## config.mk

```make
export PLATFORM = sky130hd
export DESIGN_NAME = quiz32_arb
export DESIGN_NICKNAME = d
export VERILOG_FILES = /design/src/rtl/quiz32_arb.sv
export SDC_FILE = /design/constraint.sdc
export NUM_CORES = 1
export LEC_CHECK = 0
export BUFFER_PORTS_ARGS = -buffer_cell sky130_fd_sc_hd__buf_4
export CELL_PAD_IN_SITES_DETAIL_PLACEMENT = 1
export CELL_PAD_IN_SITES_GLOBAL_PLACEMENT = 1
export CORE_MARGIN = 2
export CORE_UTILIZATION = 30
export CTS_CLUSTER_SIZE = 40
export DETAILED_ROUTE_END_ITERATION = 7
export GPL_TIMING_DRIVEN = 0
export PLACE_DENSITY_LB_ADDON = 0.05
export SLEW_MARGIN = 20
export SYNTH_ARGS = -nofsm -noshare
export SYNTH_HDL_FRONTEND = slang
export SYNTH_SLANG_ARGS = --single-unit
```

## constraint.sdc

```tcl
create_clock -name CLK -period 2.45 [get_ports CLK]
set_input_delay 0.3675 -clock CLK [delete_from_list [all_inputs] [get_ports CLK]]
set_output_delay 0.3675 -clock CLK [all_outputs]
set_load 0.05 [all_outputs]
```

## src/rtl/quiz32_arb.sv

```systemverilog
// Round-robin arbiter that shares one quiz32 burst engine among N requesters.
// Define QUIZ32_ARB_FIXED_PRIO_EN for fixed lowest-index-wins priority (no ptr register).
module quiz32_arb #(
   parameter int N         = 4,
   parameter int BURST_LEN = 3
) (
   input  logic         CLK,
   input  logic         R,
   input  logic [N-1:0] req,
   output logic [N-1:0] gnt,
   output logic         a,
   output logic         busy,
   output logic [N-1:0] done
);

   localparam int PW = $clog2(N);
   localparam int CW = $clog2(BURST_LEN) + 1;

   localparam logic [1:0] S_IDLE  = 2'd0;
   localparam logic [1:0] S_ISSUE = 2'd1;
   localparam logic [1:0] S_RUN   = 2'd2;
   localparam logic [1:0] S_DONE  = 2'd3;

   logic [1:0]    state_q, state_d;
   logic [N-1:0]  gnt_q, gnt_d;
   logic [CW-1:0] cnt_q, cnt_d;
   logic [PW-1:0] pick;
   logic          found;
   int            scan;

`ifndef QUIZ32_ARB_FIXED_PRIO_EN
   logic [PW-1:0] ptr_q, ptr_d;
   logic [PW-1:0] win_q, win_d;
`endif

   // Winner search: first set request starting at the priority origin, wrapping at N-1.
   always_comb begin
      pick  = '0;
      found = 1'b0;
      scan  = 0;
      for (int k = 0; k < N; k++) begin
`ifdef QUIZ32_ARB_FIXED_PRIO_EN
         scan = k;
`else
         scan = int'(ptr_q) + k;
         if (scan >= N) scan = scan - N;
`endif
         if (!found && req[scan[PW-1:0]]) begin
            found = 1'b1;
            pick  = scan[PW-1:0];
         end
      end
   end

   always_comb begin
      state_d = state_q;
      gnt_d   = gnt_q;
      cnt_d   = cnt_q;
`ifndef QUIZ32_ARB_FIXED_PRIO_EN
      ptr_d   = ptr_q;
      win_d   = win_q;
`endif
      case (state_q)
         S_IDLE: begin
            if (|req) begin
               gnt_d   = N'(1) << pick;
`ifndef QUIZ32_ARB_FIXED_PRIO_EN
               win_d   = pick;
`endif
               state_d = S_ISSUE;
            end
         end
         S_ISSUE: begin
            cnt_d   = CW'(BURST_LEN - 1);
`ifndef QUIZ32_ARB_FIXED_PRIO_EN
            ptr_d   = (win_q == PW'(N - 1)) ? '0 : win_q + 1'b1;
`endif
            state_d = S_RUN;
         end
         S_RUN: begin
            // Exit is taken at zero so the counter never wraps.
            if (cnt_q == '0) state_d = S_DONE;
            else             cnt_d   = cnt_q - 1'b1;
         end
         S_DONE: begin
            gnt_d   = '0;
            state_d = S_IDLE;
         end
         default: begin
            gnt_d   = '0;
            state_d = S_IDLE;
         end
      endcase
   end

   always_ff @(posedge CLK) begin
      if (R) begin
         state_q <= S_IDLE;
         gnt_q   <= '0;
         cnt_q   <= '0;
`ifndef QUIZ32_ARB_FIXED_PRIO_EN
         ptr_q   <= '0;
         win_q   <= '0;
`endif
      end else begin
         state_q <= state_d;
         gnt_q   <= gnt_d;
         cnt_q   <= cnt_d;
`ifndef QUIZ32_ARB_FIXED_PRIO_EN
         ptr_q   <= ptr_d;
         win_q   <= win_d;
`endif
      end
   end

   assign gnt  = gnt_q;
   assign a    = (state_q == S_ISSUE);
   assign busy = (state_q != S_IDLE);
   assign done = (state_q == S_DONE) ? gnt_q : '0;

endmodule

```

==> run summary, run 1 <==
The clock net in this run drives a total of 13 sinks. The logs give 0 for the number of hold violations in the final report and 0 for the number of buffers inserted for hold repair after clock tree synthesis. The leakage power summed over all cells was 0.0004106 µW.

Once detail routing completed, the nets flagged for antenna violations numbered 0. The first TritonRoute pass finished after 4 iterations. By instance count, the cell type seen most on the critical path is sky130_fd_sc_hd__inv_1.

The top layer reached by signal wires was met4. The portion of the clock cycle consumed by the worst path in the final layout was 0.7032. The worst hold path terminates at win_q[1].

The fraction of final layout cells with drive strength greater than 1 is 0.2647, and the wire length after detailed routing is 1.885 mm. Synthesis-to-finish area growth: 21.26%. The via count of the routed design is 674. Subtracting the final worst setup slack from the clock period gives 1723 ps. Setup repair after global routing left no endpoint under its margin. Setup violations remaining at the end of the flow were counted as 0. Area inside the core boundary: 2500 µm². The critical path in this run is classified as flop to output pin.

Tracing the worst setup path back leads to its startpoint at state_q[0]. In the final routed layout, each cell accounts on average for 14.28 µm. Data on the critical path arrives at its endpoint at 1360 ps. Yosys printed 0 warnings. The number of placed I/O pins is 16, and the reported max-cap violation count is 0.

For the remaining routing DRC violations, the log shows 0. The count of buffers inserted at the top-level ports is 14, and the hold slack is 458.5 ps. Synthesis inferred 13 register bits. Counting along the longest clock path gives a buffer depth of 2. The logs give 0.1394 for the total routing usage reported by global routing and 911 µm for the wire length on met2. The worst hold path begins at req[2].

The standard-cell row count came out at 18. The number of global-route vias before repair is 731. STA classifies the critical path endpoint as an output pin. For the initial core utilization, the log shows 0.3178. The tools report the number of diodes as 0. TritonCTS built the clock tree.

Based on the critical path, the design can be clocked at up to 0.5804 GHz. For the synthesized instance count, the log shows 84. The required time reported for the critical path endpoint was 2080 ps; the worst setup skew after layout was 1.251 ps. Die outline height: 55.46 µm. In this run, the number of DRC markers left after iteration 0 of detailed routing was 3. The run gives 868 µm as the total routed wire length on the met1 layer. The worst register-to-register path ends at gnt[3].

Summed over all nets, the half-perimeter wirelength after detailed placement is 1.492 mm. The adder and majority gate portion of the synthesized area is 0.1260. After clock tree synthesis, the setup repair step added 0 buffers. For the pin with the worst max-slew slack, the measured transition is 386.1 ps.

The initial antenna violation count came out at 0. Dividing total power by cell area gives a power density of 1062 nW/µm². The synthesized netlist occupies a cell area of 794.5 µm².

The number of cells traversed by the worst register-to-register path is 5. After global routing the overflow that remains totals 0. The run gives 3 as the total CTS buffers. The number of cells in the finished layout apart from fillers was 132.

The worst hold path cell count was 4. The mux contribution to synthesized area was 0.06614; the peak fanout along the critical path was 6. After synthesis, the largest family of logic cells by area is compound AO/OA/AOI/OAI gates.

For this run, the post-layout net count is 117. The number of max-slew violations in the final report was 0; the total instance count after detailed placement was 128. The origin of the critical flop-to-flop path was state_q[0]. The run gives 0.6889 as the final weighted congestion of routability-driven global placement. The number of H-tree branching levels was 1.

The net count after synthesis is 98, and the width of the chip is 55.46 µm. Across the VDD grid, the largest voltage drop is 473.4 µV. Synthesis instantiated 33 different standard cells from the library. The worst-case register-to-register setup slack came out at 920 ps. The fraction of the mapped netlist area in simple logic gates was 0.2000; the wire length on met3 was 86 µm. In the final timing run, aggregate negative setup slack is 0 ps. The tools report the relative slew slack as 0.7402. Entering global routing, the biggest net connects 11 pins. On the worst path, the slowest cell contributes a delay of 400 ps. Clock root buffer: sky130_fd_sc_hd__clkbuf_4. Clock-pin slew was measured on the worst setup and hold paths at 80 ps.

The run finished with clean final reports. The xor and xnor area share after synthesis is 0, and the wire length of the first global-routing pass is 3.381 mm. The min-delay analysis places its worst path in the category primary input to flop.

The die covers 3076 µm². The tools report the clock latency of the later-clocked register in the worst-skew pair as 270 ps. For this design, the slowest cell found on the critical path is sky130_fd_sc_hd__dfxtp_1. The complex-gate fraction of the synthesized area was 0.2331. After detailed routing, the number of vias per cell comes to 5.106. The average size of a mapped cell was 9.458 µm²; the portion of the post-synthesis area used by sequential elements was 0.3276. For the number of resized instances in the post-cts repair step, the log shows 0. The worst setup path is launched from a flop.

Traced cell by cell, the critical path runs through inv_1 > ha_1 > inv_1 > buf_4.
[layer usage]
layer  up-vias  track usage
li1        337            -
met1       327       0.1712
met2         8       0.2262
met3         2      0.05855
met4         0      0.03136
met5         -            0
[cells by family after synthesis]
kind of cell             count (synthesis)
AO/OA/AOI/OAI                           20
adder cells (fa/ha/maj)                  8
buffers and inverters                    8
multiplexers                             5
AND/OR/NAND/NOR                         30
flip-flops                              13
[layout make-up]
cell class / count / area (µm²)
fillers: 313 / 1536
multi-input cells: 63 / 496.7
flip-flops and latches: 13 / 260.3
repair buffers: 14 / 105.1
well taps: 30 / 37.54
clock buffers: 4 / 26.28
inverters: 6 / 22.52
plain buffers: 2 / 15.01
[cells in the mapped netlist]
cell	instances	area, µm²
sky130_fd_sc_hd__dfxtp_1	13	260.3
sky130_fd_sc_hd__ha_1	8	100.1
sky130_fd_sc_hd__nor2_1	8	30.03
sky130_fd_sc_hd__inv_1	6	22.52
sky130_fd_sc_hd__nand2_1	6	22.52
sky130_fd_sc_hd__a32o_1	4	40.04
sky130_fd_sc_hd__and2_1	4	25.02
sky130_fd_sc_hd__a21oi_1	3	15.01
sky130_fd_sc_hd__mux2i_1	3	30.03
sky130_fd_sc_hd__buf_4	2	15.01
sky130_fd_sc_hd__mux2_2	2	22.52
sky130_fd_sc_hd__nand2b_1	2	12.51
sky130_fd_sc_hd__nor2b_1	2	12.51
sky130_fd_sc_hd__nor3_1	2	10.01
sky130_fd_sc_hd__a211oi_1	1	7.510
sky130_fd_sc_hd__a21boi_1	1	7.510
sky130_fd_sc_hd__a21oi_4	1	16.27
sky130_fd_sc_hd__a22oi_1	1	7.510
sky130_fd_sc_hd__a31oi_1	1	6.260
sky130_fd_sc_hd__and2b_1	1	7.510
sky130_fd_sc_hd__nor2b_2	1	8.760
sky130_fd_sc_hd__nor3_2	1	10.01
sky130_fd_sc_hd__nor3b_1	1	7.510
sky130_fd_sc_hd__nor4_1	1	6.260
sky130_fd_sc_hd__o21bai_1	1	7.510
sky130_fd_sc_hd__o221ai_1	1	8.760
sky130_fd_sc_hd__o22a_2	1	10.01
sky130_fd_sc_hd__o22ai_1	1	6.260
sky130_fd_sc_hd__o311ai_0	1	8.760
sky130_fd_sc_hd__o31a_1	1	8.760
sky130_fd_sc_hd__o31ai_1	1	7.510
sky130_fd_sc_hd__o41ai_4	1	27.53
sky130_fd_sc_hd__or2_2	1	6.260
[sequential cells by signal, indices dropped and copies added, names as in the netlist]
| register | flops |
|---|---|
| cnt_q | 3 |
| gnt | 4 |
| ptr_q | 2 |
| state_q | 2 |
| win_q | 2 |
[cells in the final DEF (no fill, tap or decap), types with 2 or more instances in the layout]
cell                       netlist  layout
sky130_fd_sc_hd__nor2b_1         2       2
sky130_fd_sc_hd__mux2i_1         3       3
sky130_fd_sc_hd__nor2_1          8       8
sky130_fd_sc_hd__buf_4           2      16
sky130_fd_sc_hd__nand2_1         6       6
sky130_fd_sc_hd__a21oi_1         3       3
sky130_fd_sc_hd__nand2b_1        2       2
sky130_fd_sc_hd__mux2_2          2       2
sky130_fd_sc_hd__clkbuf_4        0       3
sky130_fd_sc_hd__nor3_1          2       2
sky130_fd_sc_hd__and2_1          4       4
sky130_fd_sc_hd__a32o_1          4       4
sky130_fd_sc_hd__inv_1           6       6
sky130_fd_sc_hd__dfxtp_1        13      13
sky130_fd_sc_hd__ha_1            8       8
[stage by stage]
stage,total power (µW),worst slack [ps],instance area [µm²],util
finish,1023,727.2,963.4,0.3854
global route,1112,647.1,963.4,0.3854
CTS,1051,685.7,963.4,0.3854
detailed placement,905.8,894.4,937.1,0.3749
global placement,888.8,870.1,937.1,0.3749
floorplan,752.4,954.9,794.5,-
[report_power, final]
group          internal (µW)  leakage, µW  total, µW  switching (µW)
combinational            219     0.000289        571             352
clock                   63.0    0.0000150        135            71.9
sequential               272     0.000106        317            45.7
[worst max-delay path by stage]
stage,end,slack (ps)
global placement,gnt[2],870
CTS,busy,690
floorplan,done[0],950
detailed placement,gnt[0],890
global route,busy,650
finish,busy,730
[critical path, delay by kind of cell, from the launching register on]
kind | cells | cell delay [ps]
buf+inv | 3 | 380
fa+ha+maj | 1 | 300
flops | 1 | 400
No activity file was read; power rests on OpenSTA's default activity.
==> inputs of run 2 (changes only) <==
- clock period: 2.45 -> 1.66 ns (I/O delays scaled with it)
==> run 2 against run 1 <==
  * Total power grew 49%
  * Sequential power is 48% higher
  * Clock skew about the same
==> run summary, run 2 (synthesized netlist as in run 1, its figures left out) <==
The run finished with clean final reports. The initial DRC count is 3 (unchanged), and the number of cells on the critical path is 4 (unchanged). The startpoint identified for the worst hold timing path is req[2]. The detailed-placement wirelength estimate is 1.492 mm (unchanged), and the wire length of the first global-routing pass is 3.381 mm (unchanged).

The setup total negative slack was 0 ps (unchanged). The cell-internal power was 825.3 µW (+49%). Following the worst setup path forward leads to its endpoint at busy. The count of buffers added by post-CTS timing repair for setup was 0 (unchanged). The number of global-route vias before repair is 731 (unchanged), and the width of the chip is 55.46 µm (unchanged). The tools report the number of max-slew violations in the final report as 0 (unchanged). Clock root buffer: sky130_fd_sc_hd__clkbuf_4. Compared with the post-synthesis result, the final layout area differs by 21.89%. Kind of critical path: flop to output pin. Dominant delay contributor by cell family on the critical path: flip-flops. For the total routing usage reported by global routing, the log shows 0.1394 (unchanged). The logs give 0 (unchanged) for the initial antenna violation count and 0 (unchanged) for the number of antenna-violating nets in the routed design.

The tools report the placement-stage cell area as 937.1 µm² (unchanged). The kind of launch point of the worst setup path is a flop. Via count of the routed design: 675 (+0.15%). The peak fanout along the critical path works out to 6 (unchanged). The run gives 0.6889 (unchanged) as the final weighted congestion of routability-driven global placement. The run gives 968.4 µm² (+0.52%) as the summed area of non-filler cells in the final layout. Count of buffers inserted at the top-level ports: 14 (unchanged).

The logs give 0 (unchanged) for the number of hold violations in the final report and 11 (unchanged) for the pin count of the biggest net entering global routing. For the final global-route overflow total, the log shows 0 (unchanged). For the number of H-tree branching levels, the log shows 1 (unchanged). Remaining routing DRC violations: 0 (unchanged). The clock-pin slew of the registers on the worst-case setup and hold paths works out to 80 ps (about the same). The standard-cell row count was 18 (unchanged); the initial core utilization was 0.3178 (unchanged).

The library cell used most frequently in the layout, excluding fill and tap cells, is sky130_fd_sc_hd__buf_4. The fraction of final layout cells with drive strength greater than 1 was 0.2843 (+0.01961); the wire length after detailed routing was 1.898 mm (+0.69%). In this design, the critical path's most frequently occurring cell is sky130_fd_sc_hd__inv_1. The proportion of power drawn by the clock network came out at 0.131 (about the same). The number of cells traversed by the worst register-to-register path was 5 (unchanged). The worst register-to-register path begins at state_q[0]. Wire length per cell: 14.38 µm (+0.69%). The relative slew slack was 0.7395 (about the same). Setup repair after global routing left no endpoint under its margin. The run gives 0.561 (+0.003) as the logic gate share of total power. Leakage power summed over all cells: 0.0004071 µW (-0.84%). Post-place setup slack: 135.1 ps (-759.3 ps). Power per cell area: 1571 nW/µm² (+48%). Net switching share of the total power: 0.4575 (-0.001205). Walking the worst path, the cells encountered are inv_1 > ha_2 > inv_1 > buf_4.

The run gives 3 (unchanged) as the total CTS buffers. Die outline height: 55.46 µm (unchanged). STA classifies the critical path endpoint as an output pin. The longest individual stage delay on the worst path was 400 ps (about the same); the sum of buffers and inverters on the critical path was 3 (unchanged). The area inside the core boundary is 2500 µm² (unchanged), and the portion of the clock cycle consumed by the worst path in the final layout is 0.9173. The min-delay analysis places its worst path in the category primary input to flop. The tools report the net switching power as 695.8 µW (+48%). The data arrival time of the worst path came out at 1270 ps (-90 ps). The endpoint identified for the worst register-to-register timing path is gnt[3]. TritonCTS built the clock tree. The number of flip-flops in the largest register works out to 4 (unchanged).

The via-per-instance ratio works out to 5.114 (+0.15%). The hold slack was 340.0 ps (-118.5 ps). The run gives 117 (unchanged) as the final-stage net count. The tools report the maximum vdd drop as 698.8 µV (+48%). Worst setup skew after layout: 1.323 ps (+0.07205 ps). Total setup violations reported at the end of the flow: 0 (unchanged). The launching instance or port of the critical path is state_q[0]. For the reported max-cap violation count, the log shows 0 (unchanged).

The number of placed I/O pins is 16 (unchanged). The top cell types in the final layout, fill and taps aside, are 16 x sky130_fd_sc_hd__buf_4, 13 x sky130_fd_sc_hd__dfxtp_1, 8 x sky130_fd_sc_hd__nor2_1. The transition time of the tightest slew-check pin came out at 387.2 ps (+1.076 ps).

The logs give 200 ps (-720 ps) for the worst-case register-to-register setup slack and 2 (unchanged) for the deepest clock path buffer count. For the sequential cell fraction of total power, the log shows 0.308 (-0.002). Die outline area: 3076 µm² (unchanged). The run gives 0 (unchanged) as the number of diodes.

The count of TritonRoute iterations in the first routing pass is 4 (unchanged). The highest clock rate is 0.6567 GHz. The logs give 13 (unchanged) for the clock sink total and 0 (unchanged) for the number of buffers inserted for hold repair after clock tree synthesis. For this design, the slowest cell found on the critical path is sky130_fd_sc_hd__dfxtp_1.

For the smallest setup slack after layout, the log shows 137.3 ps (-589.9 ps). The clock latency of the later-clocked register in the worst-skew pair is 270 ps (about the same), and the clock period minus final worst setup slack is 1523 ps. The tools report the required time reported for the critical path endpoint as 1410 ps (-670 ps).
==> run 2: cell counts in the layout (fill, tap and decap cells not counted) <==
No cell type changed its count.
==> run 2: area by class of cell <==
class	instances	area [µm²]
buffer	2	15.01
sequential	13	260.3
multi-input combinational	63	501.7
inverter	6	22.52
timing repair buffer	14	105.1
tap	30	37.54
clock buffer	4	26.28
fill	314	1531
==> run 2: power by group through the flow <==
stage          logic (µW)  clock network (µW)  registers, µW
5_1_grt               948                 224            483
3_5_place_dp          861                   0            476
2_1_floorplan         571                   0            540
4_1_cts               862                 218            471
3_3_place_gp          840                   0            471
6_report              854                 199            468
==> run 2: how the worst min path moves through the flow <==
stage / endpoint / slack, ps / depth (start not counted)
finish: win_q[1] / 340 / 4
global route: win_q[1] / 360 / 4
CTS: win_q[1] / 330 / 4
detailed placement: win_q[1] / 470 / 2
global placement: win_q[1] / 460 / 2
floorplan: win_q[1] / 440 / 2
==> run 2: metal layers <==
layer / track usage / vias up / part of all wire
li1: - / 337 / -
met1: 0.1712 / 328 / 0.46
met2: 0.2262 / 8 / 0.48
met3: 0.05855 / 2 / 0.045
met4: 0.03136 / 0 / 0.010
met5: 0 / - / 0
==> run 2: what timing repair did <==
item	CTS	global route
resized for setup	0	2
endpoints found under the hold margin	0	0
endpoints found under the setup margin	0	4
==> run 2: metrics by stage <==
step,cells,util,power (µW)
finish,132,0.3874,1521
global route,132,0.3874,1655
CTS,132,0.3854,1551
detailed placement,128,0.3749,1337
global placement,128,0.3749,1312
floorplan,84,-,1111
==> run 2: worst register-to-register path: cells and delay by family (launching register included) <==
kind                     cells  cell delay, ps
adder cells (fa/ha/maj)      1             250
AND/OR/NAND/NOR              1             310
AO/OA/AOI/OAI                2             350
buffers and inverters        1             100
flip-flops                   1             400
